===== config.mk =====
export PLATFORM = sky130hd
export DESIGN_NAME = ten_eth_lookup_arb
export DESIGN_NICKNAME = d
export VERILOG_FILES = /design/src/rtl/ten_eth_pkg.sv /design/src/rtl/ten_eth_lookup_arb_rr_arbiter.sv /design/src/rtl/ten_eth_lookup_arb.sv
export SDC_FILE = /design/constraint.sdc
export NUM_CORES = 1
export LEC_CHECK = 0
export BUFFER_PORTS_ARGS = -buffer_cell sky130_fd_sc_hd__buf_2
export CAP_MARGIN = 10
export CORE_ASPECT_RATIO = 2
export CORE_MARGIN = 1.5
export CORE_UTILIZATION = 45
export CTS_CLUSTER_SIZE = 16
export DETAILED_ROUTE_END_ITERATION = 7
export GPL_TIMING_DRIVEN = 0
export HOLD_SLACK_MARGIN = 0.06
export PLACE_DENSITY_LB_ADDON = 0.2
export RECOVER_POWER = 25
export SYNTH_ARGS = -nofsm -noshare
export SYNTH_HDL_FRONTEND = slang
export SYNTH_SLANG_ARGS = --single-unit

===== constraint.sdc =====
create_clock -name i_clk -period 5.3 [get_ports i_clk]
set_input_delay 0.265 -clock i_clk [delete_from_list [all_inputs] [get_ports i_clk]]
set_output_delay 0.265 -clock i_clk [all_outputs]
set_load 0.05 [all_outputs]

===== src/rtl/ten_eth_pkg.sv =====
// Shared widths, FSM encoding and pending-entry payload for the 10G lookup arbiter.
package ten_eth_pkg;

  localparam int unsigned MAC_W     = 48;
  localparam int unsigned ID_W      = 4;
  localparam int unsigned OUTPORT_W = 4;
  localparam int unsigned CNT_W     = 16;
  localparam int unsigned TIMER_W   = 16;

  localparam logic [OUTPORT_W-1:0] MISS_PORT_DFLT = 4'hF;

  typedef enum logic [1:0] {
    ST_IDLE  = 2'd0,
    ST_ISSUE = 2'd1,
    ST_WAIT  = 2'd2
  } state_e;

  typedef struct packed {
    logic             vld;
    logic [MAC_W-1:0] mac;
    logic [ID_W-1:0]  id;
  } pend_t;

  // Saturating add of a small increment onto a statistics counter.
  function automatic logic [CNT_W-1:0] sat_add(input logic [CNT_W-1:0] a,
                                               input logic [3:0]       inc);
    logic [CNT_W:0] sum;
    sum = {1'b0, a} + (CNT_W+1)'(inc);
    return sum[CNT_W] ? {CNT_W{1'b1}} : sum[CNT_W-1:0];
  endfunction

endpackage


===== src/rtl/ten_eth_lookup_arb_rr_arbiter.sv =====
// Round-robin arbiter: combinational one-hot grant starting at rr_ptr,
// pointer advances past the winner when the grant is taken.
module rr_arbiter #(
  parameter int unsigned N = 2
) (
  input  logic                 clk,
  input  logic                 rst,
  input  logic [N-1:0]         req,
  input  logic                 en,
  output logic [N-1:0]         gnt_c,
  output logic [$clog2(N)-1:0] gnt_idx_c,
  output logic                 any_c
);

  localparam int unsigned IDX_W = $clog2(N);

  logic [IDX_W-1:0] rr_ptr_q, rr_ptr_d;
  logic [IDX_W-1:0] cand;
  int unsigned      sum;

  always_comb begin
    gnt_c     = '0;
    gnt_idx_c = '0;
    any_c     = 1'b0;
    cand      = '0;
    sum       = 0;
    for (int unsigned i = 0; i < N; i++) begin
      sum = 32'(rr_ptr_q) + i;
      if (sum >= N) sum = sum - N;
      cand = IDX_W'(sum);
      if (!any_c && req[cand]) begin
        any_c         = 1'b1;
        gnt_idx_c     = cand;
        gnt_c[cand]   = 1'b1;
      end
    end
  end

  always_comb begin
    rr_ptr_d = rr_ptr_q;
    if (en && any_c) begin
      rr_ptr_d = (gnt_idx_c == IDX_W'(N-1)) ? '0 : gnt_idx_c + IDX_W'(1);
    end
  end

  always_ff @(posedge clk) begin
    if (rst) rr_ptr_q <= '0;
    else     rr_ptr_q <= rr_ptr_d;
  end

endmodule


===== src/rtl/ten_eth_lookup_arb.sv =====
// Shares one outport-lookup engine between P_PORT_NUM RX ports: per-port
// pending slots, round-robin grant, one lookup in flight, timeout watchdog.
module ten_eth_lookup_arb
  import ten_eth_pkg::*;
#(
  parameter int unsigned          P_PORT_NUM  = 2,
  parameter int unsigned          P_TIMEOUT   = 255,
  parameter logic [OUTPORT_W-1:0] P_MISS_PORT = MISS_PORT_DFLT
) (
  input  logic                        i_clk,
  input  logic                        i_rst,
  input  logic [P_PORT_NUM-1:0]       i_check_valid,
  input  logic [MAC_W*P_PORT_NUM-1:0] i_check_mac,
  input  logic [ID_W*P_PORT_NUM-1:0]  i_check_id,
  output logic                        m_lookup_valid,
  output logic [MAC_W-1:0]            m_lookup_mac,
  output logic [ID_W-1:0]             m_lookup_id,
  input  logic                        s_lookup_ready,
  input  logic                        s_result_valid,
  input  logic [OUTPORT_W-1:0]        s_result_outport,
  input  logic                        s_result_seek_flag,
  output logic [P_PORT_NUM-1:0]       o_result_valid,
  output logic [OUTPORT_W-1:0]        o_outport,
  output logic [ID_W-1:0]             o_check_id,
  output logic                        o_seek_flag,
  output logic [CNT_W-1:0]            o_drop_cnt,
  output logic [CNT_W-1:0]            o_timeout_cnt
);

  localparam int unsigned IDX_W = $clog2(P_PORT_NUM);

  pend_t                 pend_q [P_PORT_NUM];
  pend_t                 pend_d [P_PORT_NUM];
  logic [P_PORT_NUM-1:0] pend_vld_c;
  logic [3:0]            drop_num_c;

  state_e                state_q, state_d;
  logic [IDX_W-1:0]      cur_idx_q, cur_idx_d;
  logic [TIMER_W-1:0]    timer_q, timer_d;

  logic                  m_lookup_valid_q, m_lookup_valid_d;
  logic [MAC_W-1:0]      m_lookup_mac_q, m_lookup_mac_d;
  logic [ID_W-1:0]       m_lookup_id_q, m_lookup_id_d;
  logic [P_PORT_NUM-1:0] o_result_valid_q, o_result_valid_d;
  logic [OUTPORT_W-1:0]  o_outport_q, o_outport_d;
  logic [ID_W-1:0]       o_check_id_q, o_check_id_d;
  logic                  o_seek_flag_q, o_seek_flag_d;
  logic [CNT_W-1:0]      drop_cnt_q, drop_cnt_d;
  logic [CNT_W-1:0]      timeout_cnt_q, timeout_cnt_d;

  logic [P_PORT_NUM-1:0] arb_gnt_c;
  logic [IDX_W-1:0]      arb_idx_c;
  logic                  arb_any_c;
  logic                  arb_en_c;

  rr_arbiter #(.N(P_PORT_NUM)) u_arb (
    .clk       (i_clk),
    .rst       (i_rst),
    .req       (pend_vld_c),
    .en        (arb_en_c),
    .gnt_c     (arb_gnt_c),
    .gnt_idx_c (arb_idx_c),
    .any_c     (arb_any_c)
  );

  // Pending slots: a new request beats a same-cycle grant clear; a request
  // hitting an occupied, ungranted slot is dropped and counted.
  always_comb begin
    drop_num_c = '0;
    pend_vld_c = '0;
    for (int p = 0; p < P_PORT_NUM; p++) begin
      pend_vld_c[p] = pend_q[p].vld;
      pend_d[p]     = pend_q[p];
      if (i_check_valid[p] && (!pend_q[p].vld || (arb_en_c && arb_gnt_c[p]))) begin
        pend_d[p] = '{vld: 1'b1,
                      mac: i_check_mac[p*MAC_W +: MAC_W],
                      id:  i_check_id[p*ID_W +: ID_W]};
      end else if (arb_en_c && arb_gnt_c[p]) begin
        pend_d[p].vld = 1'b0;
      end else if (i_check_valid[p]) begin
        drop_num_c = drop_num_c + 4'd1;
      end
    end
    drop_cnt_d = sat_add(drop_cnt_q, drop_num_c);
  end

  always_comb begin
    state_d          = state_q;
    cur_idx_d        = cur_idx_q;
    timer_d          = timer_q;
    m_lookup_valid_d = m_lookup_valid_q;
    m_lookup_mac_d   = m_lookup_mac_q;
    m_lookup_id_d    = m_lookup_id_q;
    o_result_valid_d = '0;
    o_outport_d      = o_outport_q;
    o_check_id_d     = o_check_id_q;
    o_seek_flag_d    = o_seek_flag_q;
    timeout_cnt_d    = timeout_cnt_q;
    arb_en_c         = 1'b0;

    case (state_q)
      ST_IDLE: begin
        if (arb_any_c) begin
          arb_en_c         = 1'b1;
          cur_idx_d        = arb_idx_c;
          m_lookup_valid_d = 1'b1;
          m_lookup_mac_d   = pend_q[arb_idx_c].mac;
          m_lookup_id_d    = pend_q[arb_idx_c].id;
          state_d          = ST_ISSUE;
        end
      end
      ST_ISSUE: begin
        if (s_lookup_ready) begin
          m_lookup_valid_d = 1'b0;
          timer_d          = '0;
          state_d          = ST_WAIT;
        end
      end
      ST_WAIT: begin
        timer_d = timer_q + TIMER_W'(1);
        // A result landing on the expiry cycle still counts as a real result.
        if (s_result_valid) begin
          o_result_valid_d = P_PORT_NUM'(1) << cur_idx_q;
          o_outport_d      = s_result_outport;
          o_seek_flag_d    = s_result_seek_flag;
          o_check_id_d     = m_lookup_id_q;
          state_d          = ST_IDLE;
        end else if (timer_q == TIMER_W'(P_TIMEOUT - 1)) begin
          o_result_valid_d = P_PORT_NUM'(1) << cur_idx_q;
          o_outport_d      = P_MISS_PORT;
          o_seek_flag_d    = 1'b0;
          o_check_id_d     = m_lookup_id_q;
          timeout_cnt_d    = sat_add(timeout_cnt_q, 4'd1);
          state_d          = ST_IDLE;
        end
      end
      default: state_d = ST_IDLE;
    endcase
  end

  always_ff @(posedge i_clk) begin
    if (i_rst) begin
      for (int p = 0; p < P_PORT_NUM; p++) pend_q[p] <= '0;
      state_q          <= ST_IDLE;
      cur_idx_q        <= '0;
      timer_q          <= '0;
      m_lookup_valid_q <= 1'b0;
      m_lookup_mac_q   <= '0;
      m_lookup_id_q    <= '0;
      o_result_valid_q <= '0;
      o_outport_q      <= '0;
      o_check_id_q     <= '0;
      o_seek_flag_q    <= 1'b0;
      drop_cnt_q       <= '0;
      timeout_cnt_q    <= '0;
    end else begin
      for (int p = 0; p < P_PORT_NUM; p++) pend_q[p] <= pend_d[p];
      state_q          <= state_d;
      cur_idx_q        <= cur_idx_d;
      timer_q          <= timer_d;
      m_lookup_valid_q <= m_lookup_valid_d;
      m_lookup_mac_q   <= m_lookup_mac_d;
      m_lookup_id_q    <= m_lookup_id_d;
      o_result_valid_q <= o_result_valid_d;
      o_outport_q      <= o_outport_d;
      o_check_id_q     <= o_check_id_d;
      o_seek_flag_q    <= o_seek_flag_d;
      drop_cnt_q       <= drop_cnt_d;
      timeout_cnt_q    <= timeout_cnt_d;
    end
  end

  assign m_lookup_valid = m_lookup_valid_q;
  assign m_lookup_mac   = m_lookup_mac_q;
  assign m_lookup_id    = m_lookup_id_q;
  assign o_result_valid = o_result_valid_q;
  assign o_outport      = o_outport_q;
  assign o_check_id     = o_check_id_q;
  assign o_seek_flag    = o_seek_flag_q;
  assign o_drop_cnt     = drop_cnt_q;
  assign o_timeout_cnt  = timeout_cnt_q;

endmodule


[Word level (Yosys, flattened, before mapping)]
Memory sizes are Yosys's and may differ from the RTL's. A register that Yosys moved wholly into a read port is not among the register bits.
Index checks and enable logic that the tools add are counted.
Word-level totals
  bits in latches: 0
  memories kept: 1
  bits in read-only memories: 0
  register bits after elaboration: 64
  memory bits (writable): 106
Memories
  pend_q: depth 2, width 53, read ports 3, clocked after memory_dff 1, wr ports 2, line ten_eth_lookup_arb.sv:32  | pend_t pend_q [P_PORT_NUM];
Operators by class
  multiplexer cells: 56
  equal/unequal tests: 6
  bitwise logic cells: 5
  $mul: 0
  reduce and logical (&&, ||, !) cells: 24
  shift-type cells: 1
  order comparisons: 6
  div/mod/pow operators: 0
  add/subtract/negate cells: 8
Operators by type and width (count)
  $mux 53: 2
  $mux 52: 2
  $mux 16: 3
  $pmux 16 s2: 1
  $mux 1: 29
  $mux 4: 7
  $add 16x1->17 const B: 1
  $add 16x4->17: 1
  $add 16x1->16 const B: 1
  $eq 16x8->1 const B: 1
  $mux 2: 8
  $reduce_and 3->1: 3
  $logic_and 1x1->1: 8
  $pmux 2 s3: 1
  $reduce_and 2->1: 3
  $reduce_bool 2->1: 3
  $add 4x1->4 const B: 1
  $lt 1x2->1 const B: 2
  $logic_not 1->1: 3
  $ne 3x3->1 const B: 1
  $add 1x1->2 const B: 1
  $demux 1 s1: 2
  $eq 2x1->1 const B: 1
  $eq 2x2->1 const B: 1
  15 further kinds: 20

[Depth between registers and ports, before layout]
Gate-level depths: netlist of the first run.
  depth after elaboration: 20
  mapped depth: 15

[Cells and area by module]
A second synthesis of the first run with hierarchy kept.
Second synthesis, totals
  cells, all modules: 1055
  area, all modules: 8989.9 µm²
By module, submodules not included
  ten_eth_lookup_arb: area each 8911.0 µm², instances 1, cells an instance 1046
  rr_arbiter: area each 78.8 µm², instances 1, cells an instance 9

[Worst setup path after synthesis of the first run]
OpenSTA, ideal clock, no wires.
  path kind: register -> register
  from: register state_q[0]
  to: register drop_cnt_q[14] (netlist: o_drop_cnt[14])
  cell stages (with the launch flop): 15
  data required time: 5.184 ns
  arrival time: 3.373 ns
  setup time: 0.116 ns
  slack: 1.812 ns
  cell sequence: dfxtp_1 -> nor2_1 -> and3_1 -> clkbuf_1 -> o21ai_1 -> clkbuf_1 -> nand3_1 -> nand2_1 -> ha_1 -> inv_1 -> fa_1 -> nor3_1 -> nand2_1 -> or4b_1 -> and3b_1
On the way
  longest elaborated chain between the ends: 12
Ends and longest elaborated chain
  from (decl): line ten_eth_lookup_arb.sv:37  | state_e state_q, state_d;
  from (signal assigned): line ten_eth_lookup_arb.sv:158  | state_q <= state_d;
  $logic_not 2->1 (*): line ten_eth_lookup_arb.sv:101  | case (state_q)
  $mux 1 (*): line ten_eth_lookup_arb.sv:101
  $logic_and 1x1->1: line ten_eth_lookup_arb.sv:74, ten_eth_lookup_arb.sv:78
  $logic_or 1x1->1: line ten_eth_lookup_arb.sv:74  | if (i_check_valid[p] && (!pend_q[p].vld || (arb_en_c && arb_gnt_c[p]))) begin
  $logic_and 1x1->1: line ten_eth_lookup_arb.sv:74
  $mux 1: line ten_eth_lookup_arb.sv:74
  $add 4x1->4: line ten_eth_lookup_arb.sv:81  | drop_num_c = drop_num_c + 4'd1;
  $mux 4: line ten_eth_lookup_arb.sv:80  | end else if (i_check_valid[p]) begin
  $mux 4: line ten_eth_lookup_arb.sv:78  | end else if (arb_en_c && arb_gnt_c[p]) begin
  $mux 4 (*): line ten_eth_lookup_arb.sv:74
  $add 16x4->17 (*): line ten_eth_pkg.sv:28  | sum = {1'b0, a} + (CNT_W+1)'(inc);
  $mux 16 (*): line ten_eth_pkg.sv:29  | return sum[CNT_W] ? {CNT_W{1'b1}} : sum[CNT_W-1:0];
  to (signal assigned): line ten_eth_lookup_arb.sv:168  | drop_cnt_q <= drop_cnt_d;
  to (decl): line ten_eth_lookup_arb.sv:48  | logic [CNT_W-1:0] drop_cnt_q, drop_cnt_d;
Mark *: on every way between the ends. The rest lies on a longest branch, timed or not.
A chain may end at the register's enable or synchronous reset.

[Final worst setup path of the first run]
  from: register state_q[1]
  to: register drop_cnt_q[14] (netlist: o_drop_cnt[14])
Same word-level chain as after synthesis.

==> results of run 1 <==
## cells in the mapped netlist (10+ instances only)
library cell	number
nor2_1	92
nand3_1	21
xnor2_1	13
nor3_1	15
dfxtp_1	222
nand2_1	242
a21oi_1	138
inv_1	11
o21ai_2	10
a222oi_1	52
clkbuf_1	71
## cell type report
class	instances	area, µm²
well taps	255	319
clock buffers	25	571
flip-flops and latches	222	4440
plain buffers	76	300
inverters	11	41.3
fillers	1668	7090
multi-input cells	700	3770
repair buffers	316	2020
clock inverters	13	180
## routing by layer
layer / track usage, % / part of all wire [%] / vias to the layer above
met5: 0 / 0 / -
met1: 26.7 / 35 / 4106
met2: 53.2 / 55 / 326
met4: 14.7 / 5.2 / 0
li1: - / - / 4226
met3: 3.18 / 4.9 / 89
## registers in the layout, indices dropped and copies added, names as in the netlist
name and cells:
pend_q 106, o_check_id 4, m_lookup_valid 1, o_drop_cnt 16, o_timeout_cnt 16, m_lookup_mac 48, timer_q 16, o_outport 4
m_lookup_id 4, u_arb.rr_ptr_q 1, o_result_valid 2, cur_idx_q 1, o_seek_flag 1, state_q 2
## cell families (layout without fill, tap and decap cells)
| group | Yosys count | in the layout | synth area share (%) |
|---|---|---|---|
| flip-flops | 222 | 222 | 51.9 |
| multiplexers | 3 | 3 | 0.351 |
| AND/OR/NAND/NOR | 427 | 427 | 21.9 |
| adder cells (fa/ha/maj) | 7 | 7 | 1.11 |
| buffers and inverters | 87 | 441 | 4.01 |
| AO/OA/AOI/OAI | 242 | 242 | 18.6 |
| XOR/XNOR | 21 | 21 | 2.15 |
## timing repair
item / CTS / global route
hold buffers: 107 / 0
setup endpoints to repair: 0 / 0
hold endpoints to repair: 107 / 0
## worst reg2reg max path, stage by stage (launching register included)
cell,delay [ns]
dfxtp_1,0.42
nor2_1,0.13
and3_1,0.19
clkbuf_1,0.27
o21ai_1,0.76
clkbuf_1,0.44
nand3_1,0.15
nand2_1,0.09
ha_1,0.16
inv_1,0.05
fa_1,0.45
nor3_1,0.53
nand2_1,0.13
or4b_1,0.48
and3b_1,0.19
## per-stage QoR
stage	instances	setup slack [ns]	instance area (µm²)	hold WS (ns)	utilization (%)
after floorplan	1009	1.81	8560	0.382	-
after global placement	1473	0.848	9920	0.441	52.9
after detailed placement	1473	0.749	9920	0.445	52.9
after CTS	1618	0.702	11700	0.0650	62.7
after global routing	1618	0.363	11600	0.0659	62.2
final	1618	0.760	11600	0.0700	62.2
## power groups by stage
stage	clock, µW	sequential (µW)	combinational [µW]
2_1_floorplan	0	1880	205
3_3_place_gp	0	1820	423
3_5_place_dp	0	1830	429
4_1_cts	1650	1790	491
5_1_grt	1720	1800	532
6_report	1640	1790	491
## path summary, 6_finish.rpt
| kind | depth (start not counted) | slack (ns) | end |
|---|---|---|---|
| max | 14 | 0.76 | o_drop_cnt[14]$_SDFF_PP0_ |
| min reg2reg | 2 | 0.45 | pend_q[1][41]$_SDFFE_PP0P_ |
| max reg2reg | 14 | 0.76 | o_drop_cnt[14]$_SDFF_PP0_ |
| min | 3 | 0.07 | pend_q[1][16]$_SDFFE_PP0P_ |
==> flow_metrics.tcl, run 1 <==
set metrics [dict create \
    sw_frac_of_total_pct 26.4 \
    seqPwrFrac_pct 45.6 \
    fin_nets 1470 \
    grt_pass1_vias 8632 \
    antenna_cells 0 \
    postCtsSetupRepairBufs 0 \
    p_clk_share_pct 41.9 \
    ys.flop_type "dfxtp_1" \
    critical_path_buf_inv_count 3 \
    combPwrFrac_pct 12.5 \
    cts.sinks 222 \
    status "finished, final reports clean" \
    antenna_found_initial 0 \
    synth.avg_cell_area_um2 8.48 \
    r2r_start "state_q[1]$_SDFFE_PP0P_" \
    slowest_delay_ns 0.76 \
    finalMaxSlewViolations 0 \
    fin_tns_setup_ns 0 \
    cap_violations 0 \
    crit_start "state_q[1]$_SDFFE_PP0P_" \
    crit_type "reg2reg" \
    power_switching_uw 1040 \
    yosysTopAreaCell "dfxtp_1" \
    fp.dieArea_um2 19900 \
    p_int_uw 2890 \
    drt_pass1_iterations 8 \
    critPathTopFamily "simple AND/OR/NAND/NOR gates" \
    finClkSkew_ns 0.0148 \
    grt_use_total_pct 27.1 \
    synth_cell_type_count 54 \
    min_period_ns 4.54 \
    initial_core_util_pct 45.7 \
    worstSetupStartpointType "flop" \
    core_um2 18700 \
    slowest_stage "o21ai_1" \
    syn_area_um2 8560 \
    grt_max_degree 17 \
    crit_fanout 10 \
    htreeDepth 1 \
    cp-end-kind "flop" \
    setup_violations 0 \
    drc 0 \
    power_density_nw_per_um2 337 \
    io_pins 211 \
    post-synth-top-area-fraction_pct 51.9 \
    cp.arrival_ns 4.95 \
    cts.path.max_buffers 3 \
    rsz0062_at_grt "false" \
    tritoncts "done" \
    synthCells 1009 \
    fin_crit_sh_pct 85.7 \
    routed_wl_um 27500 \
    rows 71 \
    die_w_um 101 \
    worst_pin_slew_ns 0.855 \
    grt_pass1_wl_um 42700 \
    synthTopCellsByArea "dfxtp_1 (52%), nand2_1 (11%), a21oi_1 (8.1%)" \
    ys_seq_area_share_pct 51.9 \
    total_power_uw 3920 \
    path_clk_slew_ns 0.07 \
    ant_nets 0 \
    max_clock_freq_mhz 220 \
    initialDrtViolationCount 618 \
    cts-root-buf "clkbuf_16" \
    ir_worst_vdd_mv 0.376 \
    die_h_um 198 \
    gp_congestion 0.863 \
    clock_latency_ns 0.51 \
    layout_common_cells "nand2_1 (242), dfxtp_1 (222), clkbuf_1 (148)" \
    synth-edff-count 0 \
    async_flop_share_pct 0 \
    vias_per_cell 5.41 \
    hp-class "in2reg" \
    ctsResizeCount 0 \
    wl_per_cell_um 17.0 \
    port-buffer-count 209 \
    hpwlAfterDp_um 18900 \
    synth-warning-count 0 \
    leakagePower_uw 0.00449 \
    overflow 0 \
    layout-drive-gt1-share_pct 14.0 \
    finalHoldViolCount 0 \
    numCtsBuffers 21 \
    syn_nets 1131 \
    hp-start "i_check_mac[60]" \
    areaGrowthSynthToFinish_pct 36.1 \
    synth_seq_cells 222 \
    final_common_cell "nand2_1" \
    relSlewSlack_pct 42.6 \
    required_ns 5.71 \
    vias 8747 \
    crit_chain "nor2_1, and3_1, clkbuf_1, o21ai_1, clkbuf_1, nand3_1, nand2_1, ha_1, inv_1, fa_1, nor3_1, nand2_1, or4b_1, and3b_1" \
]
Power figures use the tool's default switching activity.
==> run 2, diff against run 1 <==
--- a/config.mk
+++ b/config.mk
@@ -9,7 +9,7 @@
 export CAP_MARGIN = 10
 export CORE_ASPECT_RATIO = 2
 export CORE_MARGIN = 1.5
-export CORE_UTILIZATION = 45
+export CORE_UTILIZATION = 50
 export CTS_CLUSTER_SIZE = 16
 export DETAILED_ROUTE_END_ITERATION = 7
 export GPL_TIMING_DRIVEN = 0
==> run 2 against run 1 <==
Wire length is 1.4% lower; worst hold slack gained 0.012 ns; critical path depth unchanged; fmax shrank 1.1%; via count rose by 1.4%; global-route usage grew 2.7 points; register-to-register slack lost 0.05 ns; critical path type unchanged; largest cell class unchanged; largest power group unchanged.
==> flow_metrics.tcl, run 2 (same netlist as run 1, synthesis figures left out) <==
set metrics [dict create \
    relSlewSlack_pct 43.4 \
    areaGrowthSynthToFinish_pct 34.5 \
    crit_fanout 10 \
    finalHoldViolCount 0 \
    holdPathStages 3 \
    fin_crit_sh_pct 86.7 \
    hold_end "o_seek_flag$_SDFFE_PP0P_" \
    cts-root-buf "clkbuf_16" \
    initialDrtViolationCount 639 \
    r2r_cells 14 \
    die_w_um 95.5 \
    grt_pass1_wl_um 42500 \
    layout_common_cells "nand2_1 (242), dfxtp_1 (222), clkbuf_1 (153)" \
    core_um2 16800 \
    die_h_um 188 \
    tritoncts "done" \
    cts.path.max_buffers 3 \
    grt_pass1_vias 8889 \
    fill_cells 1437 \
    wl_per_cell_um 17.3 \
    overflow 0 \
    power_density_nw_per_um2 323 \
    critical_path_buf_inv_count 3 \
    r2r_slack_ns 0.71 \
    top_register "pend_q" \
    grt_use_total_pct 29.9 \
    critPathTopFamily "simple AND/OR/NAND/NOR gates" \
    vias_per_cell 5.65 \
    numCtsBuffers 20 \
    routed_wl_um 27100 \
    min_period_ns 4.59 \
    finalMaxSlewViolations 0 \
    worst_pin_slew_ns 0.843 \
    cp.arrival_ns 4.99 \
    path_clk_slew_ns 0.07 \
    largest_register_ffs 106 \
    vias 8871 \
    rows 67 \
    required_ns 5.70 \
    antenna_found_initial 0 \
    io_pins 211 \
    initial_core_util_pct 51.0 \
    fin_util_pct 68.7 \
    max_clock_freq_mhz 218 \
    clock_latency_ns 0.50 \
    htreeDepth 1 \
    hpwlAfterDp_um 18200 \
    final_common_cell "nand2_1" \
    antenna_cells 0 \
    fp.dieArea_um2 18000 \
    postCtsSetupRepairBufs 0 \
    worstSetupStartpointType "flop" \
    cap_violations 0 \
    crit_type "reg2reg" \
    cts.sinks 222 \
    hp-class "in2reg" \
    port-buffer-count 209 \
    slowest_stage "o21ai_1" \
    fin_nets 1473 \
    leakagePower_uw 0.00446 \
    crit_chain "nor2_1, and3_1, clkbuf_1, o21ai_1, clkbuf_1, nand3_1, nand2_1, ha_1, inv_1, fa_1, nor3_1, nand2_1, or4b_1, and3b_1" \
    r2r_start "state_q[1]$_SDFFE_PP0P_" \
    layout-drive-gt1-share_pct 13.4 \
    status "finished, final reports clean" \
    setup_violations 0 \
    hp-start "s_result_seek_flag" \
    ant_nets 0 \
    cp-end-kind "flop" \
    drt_pass1_iterations 6 \
    grt_max_degree 16 \
    slowest_delay_ns 0.75 \
    worst_r2r_endpoint "o_drop_cnt[14]$_SDFF_PP0_" \
    ir_worst_vdd_mv 0.301 \
    finClkSkew_ns 0.00885 \
    rsz0062_at_grt "false" \
    fin_tns_setup_ns 0 \
    drc 0 \
    gp_congestion 0.887 \
]
-- run 2: changes by cell type in the layout (fill, tap and decap cells not counted) --
cell	change
bufinv_16	-3
inv_6	-1
clkinv_2	-1
clkinv_4	-1
dlygate4sd3_1	+4
clkbuf_1	+5
clkinvlp_4	-3
-- run 2: worst max path at each step --
stage / from / endpoint / depth (start not counted)
2_1_floorplan: state_q[0]$_SDFFE_PP0P_ / o_drop_cnt[14]$_SDFF_PP0_ / 14
3_3_place_gp: state_q[1]$_SDFFE_PP0P_ / o_drop_cnt[14]$_SDFF_PP0_ / 14
3_5_place_dp: state_q[0]$_SDFFE_PP0P_ / o_drop_cnt[14]$_SDFF_PP0_ / 14
4_1_cts: state_q[1]$_SDFFE_PP0P_ / o_drop_cnt[14]$_SDFF_PP0_ / 14
5_1_grt: state_q[0]$_SDFFE_PP0P_ / o_drop_cnt[14]$_SDFF_PP0_ / 14
6_report: state_q[1]$_SDFFE_PP0P_ / o_drop_cnt[14]$_SDFF_PP0_ / 14
-- run 2: per-stage QoR --
step           cells  hold WS, ns  setup WS (ns)  power [µW]  cell area [µm²]
6_report        1570       0.0821          0.708        3720            11500
3_3_place_gp    1425        0.442          0.893        2240             9860
3_5_place_dp    1425        0.446          0.768        2250             9860
4_1_cts         1570       0.0649          0.739        3730            11600
2_1_floorplan   1009        0.382           1.81        2090             8560
5_1_grt         1570       0.0772          0.485        3860            11500
-- run 2: tightest hold or removal path, stage by stage --
cell and delay [ns]:
buf_2 0.08, a32oi_1 0.10, nor2_1 0.09
-- run 2: timing repair --
| action | in CTS | in global routing |
|---|---|---|
| hold buffers | 111 | 0 |
| hold endpoints to repair | 111 | 0 |
| setup endpoints to repair | 0 | 0 |
| resized for setup | 0 | 0 |
-- run 2: power breakdown --
part           internal (µW)  total (µW)  switching [µW]
combinational            175         492             316
sequential              1740        1790            45.4
clock                    816        1440             628
-- run 2: layout make-up --
| cell class | count | area [µm²] | area share [%] |
|---|---|---|---|
| plain buffers | 76 | 300 | 2.61 |
| clock buffers | 30 | 589 | 5.12 |
| clock inverters | 4 | 45.0 | 0.391 |
| inverters | 11 | 41.3 | 0.359 |
| multi-input cells | 700 | 3770 | 32.8 |
| flip-flops and latches | 222 | 4440 | 38.6 |
| well taps | 207 | 259 | 2.25 |
| repair buffers | 320 | 2060 | 17.9 |
-- run 2: routing by layer --
layer / vias up / wire (µm) / GRT usage (%) / share of wire (%)
li1: 4220 / - / - / -
met1: 4190 / 9770 / 30.5 / 36
met2: 364 / 14600 / 55.3 / 54
met3: 97 / 1500 / 4.70 / 5.5
met4: 0 / 1300 / 16.3 / 4.8
met5: - / 0 / 0 / 0
==> run 3, diff against run 2 <==
--- a/config.mk
+++ b/config.mk
@@ -7,7 +7,6 @@
 export LEC_CHECK = 0
 export BUFFER_PORTS_ARGS = -buffer_cell sky130_fd_sc_hd__buf_2
 export CAP_MARGIN = 10
-export CORE_ASPECT_RATIO = 2
 export CORE_MARGIN = 1.5
 export CORE_UTILIZATION = 50
 export CTS_CLUSTER_SIZE = 16
==> run 3 against run 2 <==
Total power increased by 3.2%; die area decreased by 0.26%; via count increased by 0.36%; sequential share of layout area decreased by 0.40 points; global-route usage decreased by 0.66 points; final cell count increased by 1.2%; sequential power about the same; critical endpoint unchanged; highest routed layer unchanged.
==> flow_metrics.tcl, run 3 (same netlist as run 1, synthesis figures left out) <==
set metrics [dict create \
    status "finished, final reports clean" \
    worst_pin_slew_ns 0.803 \
    cap_violations 0 \
    vias_per_cell 5.60 \
    ant_nets 0 \
    hpwlAfterDp_um 17000 \
    overflow 0 \
    crit_fanout 10 \
    worstSetupStartpointType "flop" \
    min_period_ns 4.57 \
    fin_util_pct 69.9 \
    numCtsBuffers 23 \
    drt_pass1_iterations 7 \
    fin_tns_setup_ns 0 \
    cp-end-kind "flop" \
    largest_register_ffs 106 \
    leakagePower_uw 0.00451 \
    max_clock_freq_mhz 219 \
    fp.dieArea_um2 17900 \
    ir_worst_vdd_mv 0.309 \
    finalMaxSlewViolations 0 \
    antenna_found_initial 0 \
    drc 0 \
    crit_type "reg2reg" \
    finClkSkew_ns 0.0162 \
    areaGrowthSynthToFinish_pct 36.0 \
    wl_per_cell_um 16.6 \
    finalHoldViolCount 0 \
    tritoncts "done" \
    rows 47 \
    fin_nets 1477 \
    final_common_cell "nand2_1" \
    gp_congestion 0.869 \
    htreeDepth 1 \
    die_h_um 134 \
    fin_crit_sh_pct 86.3 \
    initial_core_util_pct 51.4 \
    cp.arrival_ns 4.97 \
    setup_violations 0 \
    io_pins 211 \
    core_um2 16600 \
    clock_latency_ns 0.52 \
    grt_use_total_pct 29.2 \
    grt_max_degree 14 \
    grt_pass1_wl_um 42500 \
    path_clk_slew_ns 0.06 \
    vias 8903 \
    whs_ns 0.152 \
    required_ns 5.69 \
    initialDrtViolationCount 657 \
    grt_pass1_vias 8494 \
    fill_cells 1356 \
    cts.sinks 222 \
    top_register "pend_q" \
    multiInputGateArea_um2 3770 \
    antenna_cells 0 \
    port-buffer-count 209 \
    cts.path.max_buffers 3 \
    layout_common_cells "nand2_1 (242), dfxtp_1 (222), clkbuf_1 (150)" \
    ctsResizeCount 0 \
    power_density_nw_per_um2 330 \
    rsz0062_at_grt "false" \
    die_w_um 134 \
    routed_wl_um 26400 \
    cts-root-buf "clkbuf_16" \
    relSlewSlack_pct 46.3 \
    layout-drive-gt1-share_pct 13.9 \
    regArea_um2 4440 \
    hp-class "in2reg" \
]
-- run 3: cell count changes in the layout (fill, tap and decap cells not counted) --
cell           before  now
clkbuf_1          153  150
inv_16              0    1
clkbuf_16          21   23
clkinv_2            3    6
clkbuf_8            3    4
clkinvlp_4          0    1
dlygate4sd3_1     111  112
-- run 3: worst paths after layout --
| check | startpoint | to | slack [ns] | cells after the start |
|---|---|---|---|---|
| hold / removal | s_result_valid | o_seek_flag$_SDFFE_PP0P_ | 0.15 | 3 |
| hold reg to reg | pend_q[0][20]$_SDFFE_PP0P_ | pend_q[0][20]$_SDFFE_PP0P_ | 0.46 | 2 |
| setup / recovery | state_q[1]$_SDFFE_PP0P_ | o_drop_cnt[14]$_SDFF_PP0_ | 0.73 | 14 |
| setup reg to reg | state_q[1]$_SDFFE_PP0P_ | o_drop_cnt[14]$_SDFF_PP0_ | 0.73 | 14 |
-- run 3: timing repair --
action,CTS,global route
hold buffers,112,0
setup endpoints to repair,0,0
setup buffers,0,0
endpoints found under the hold margin,112,0
-- run 3: layout make-up --
cell class              count  share of cell area [%]
flip-flops and latches    222                    38.2
multi-input cells         700                    32.4
repair buffers            321                    17.8
clock buffers              30                    5.52
plain buffers              76                    2.58
well taps                 220                    2.37
clock inverters             9                   0.753
inverters                  11                   0.355
-- run 3: where the power goes --
group	internal (µW)	leakage, µW	switching [µW]
registers	1740	0.00181	46.5
clock network	904	0.000363	656
logic	176	0.00234	315
-- run 3: critical path, stage by stage, from the launching register on --
cell	delay, ns
dfxtp_1	0.43
nor2_1	0.12
and3_1	0.19
clkbuf_1	0.29
o21ai_1	0.66
clkbuf_1	0.47
nand3_1	0.15
nand2_1	0.14
ha_1	0.18
inv_1	0.05
fa_1	0.45
nor3_1	0.53
nand2_1	0.13
or4b_1	0.48
and3b_1	0.19
-- run 3: per-stage QoR --
stage | area [µm²] | setup WS, ns | std cells | power, µW
2_1_floorplan | 8560 | 1.81 | 1009 | 2090
3_3_place_gp | 9880 | 0.840 | 1438 | 2240
3_5_place_dp | 9880 | 0.745 | 1438 | 2250
4_1_cts | 11700 | 0.727 | 1589 | 3850
5_1_grt | 11600 | 0.332 | 1589 | 3980
6_report | 11600 | 0.726 | 1589 | 3840
-- run 3: metal layers --
metal / vias up / part of all wire, % / track usage [%]
met5: - / 0 / 0
met4: 0 / 3.3 / 9.84
met3: 77 / 7.6 / 5.14
met2: 401 / 48 / 50.5
met1: 4184 / 41 / 36.8
li1: 4241 / - / -
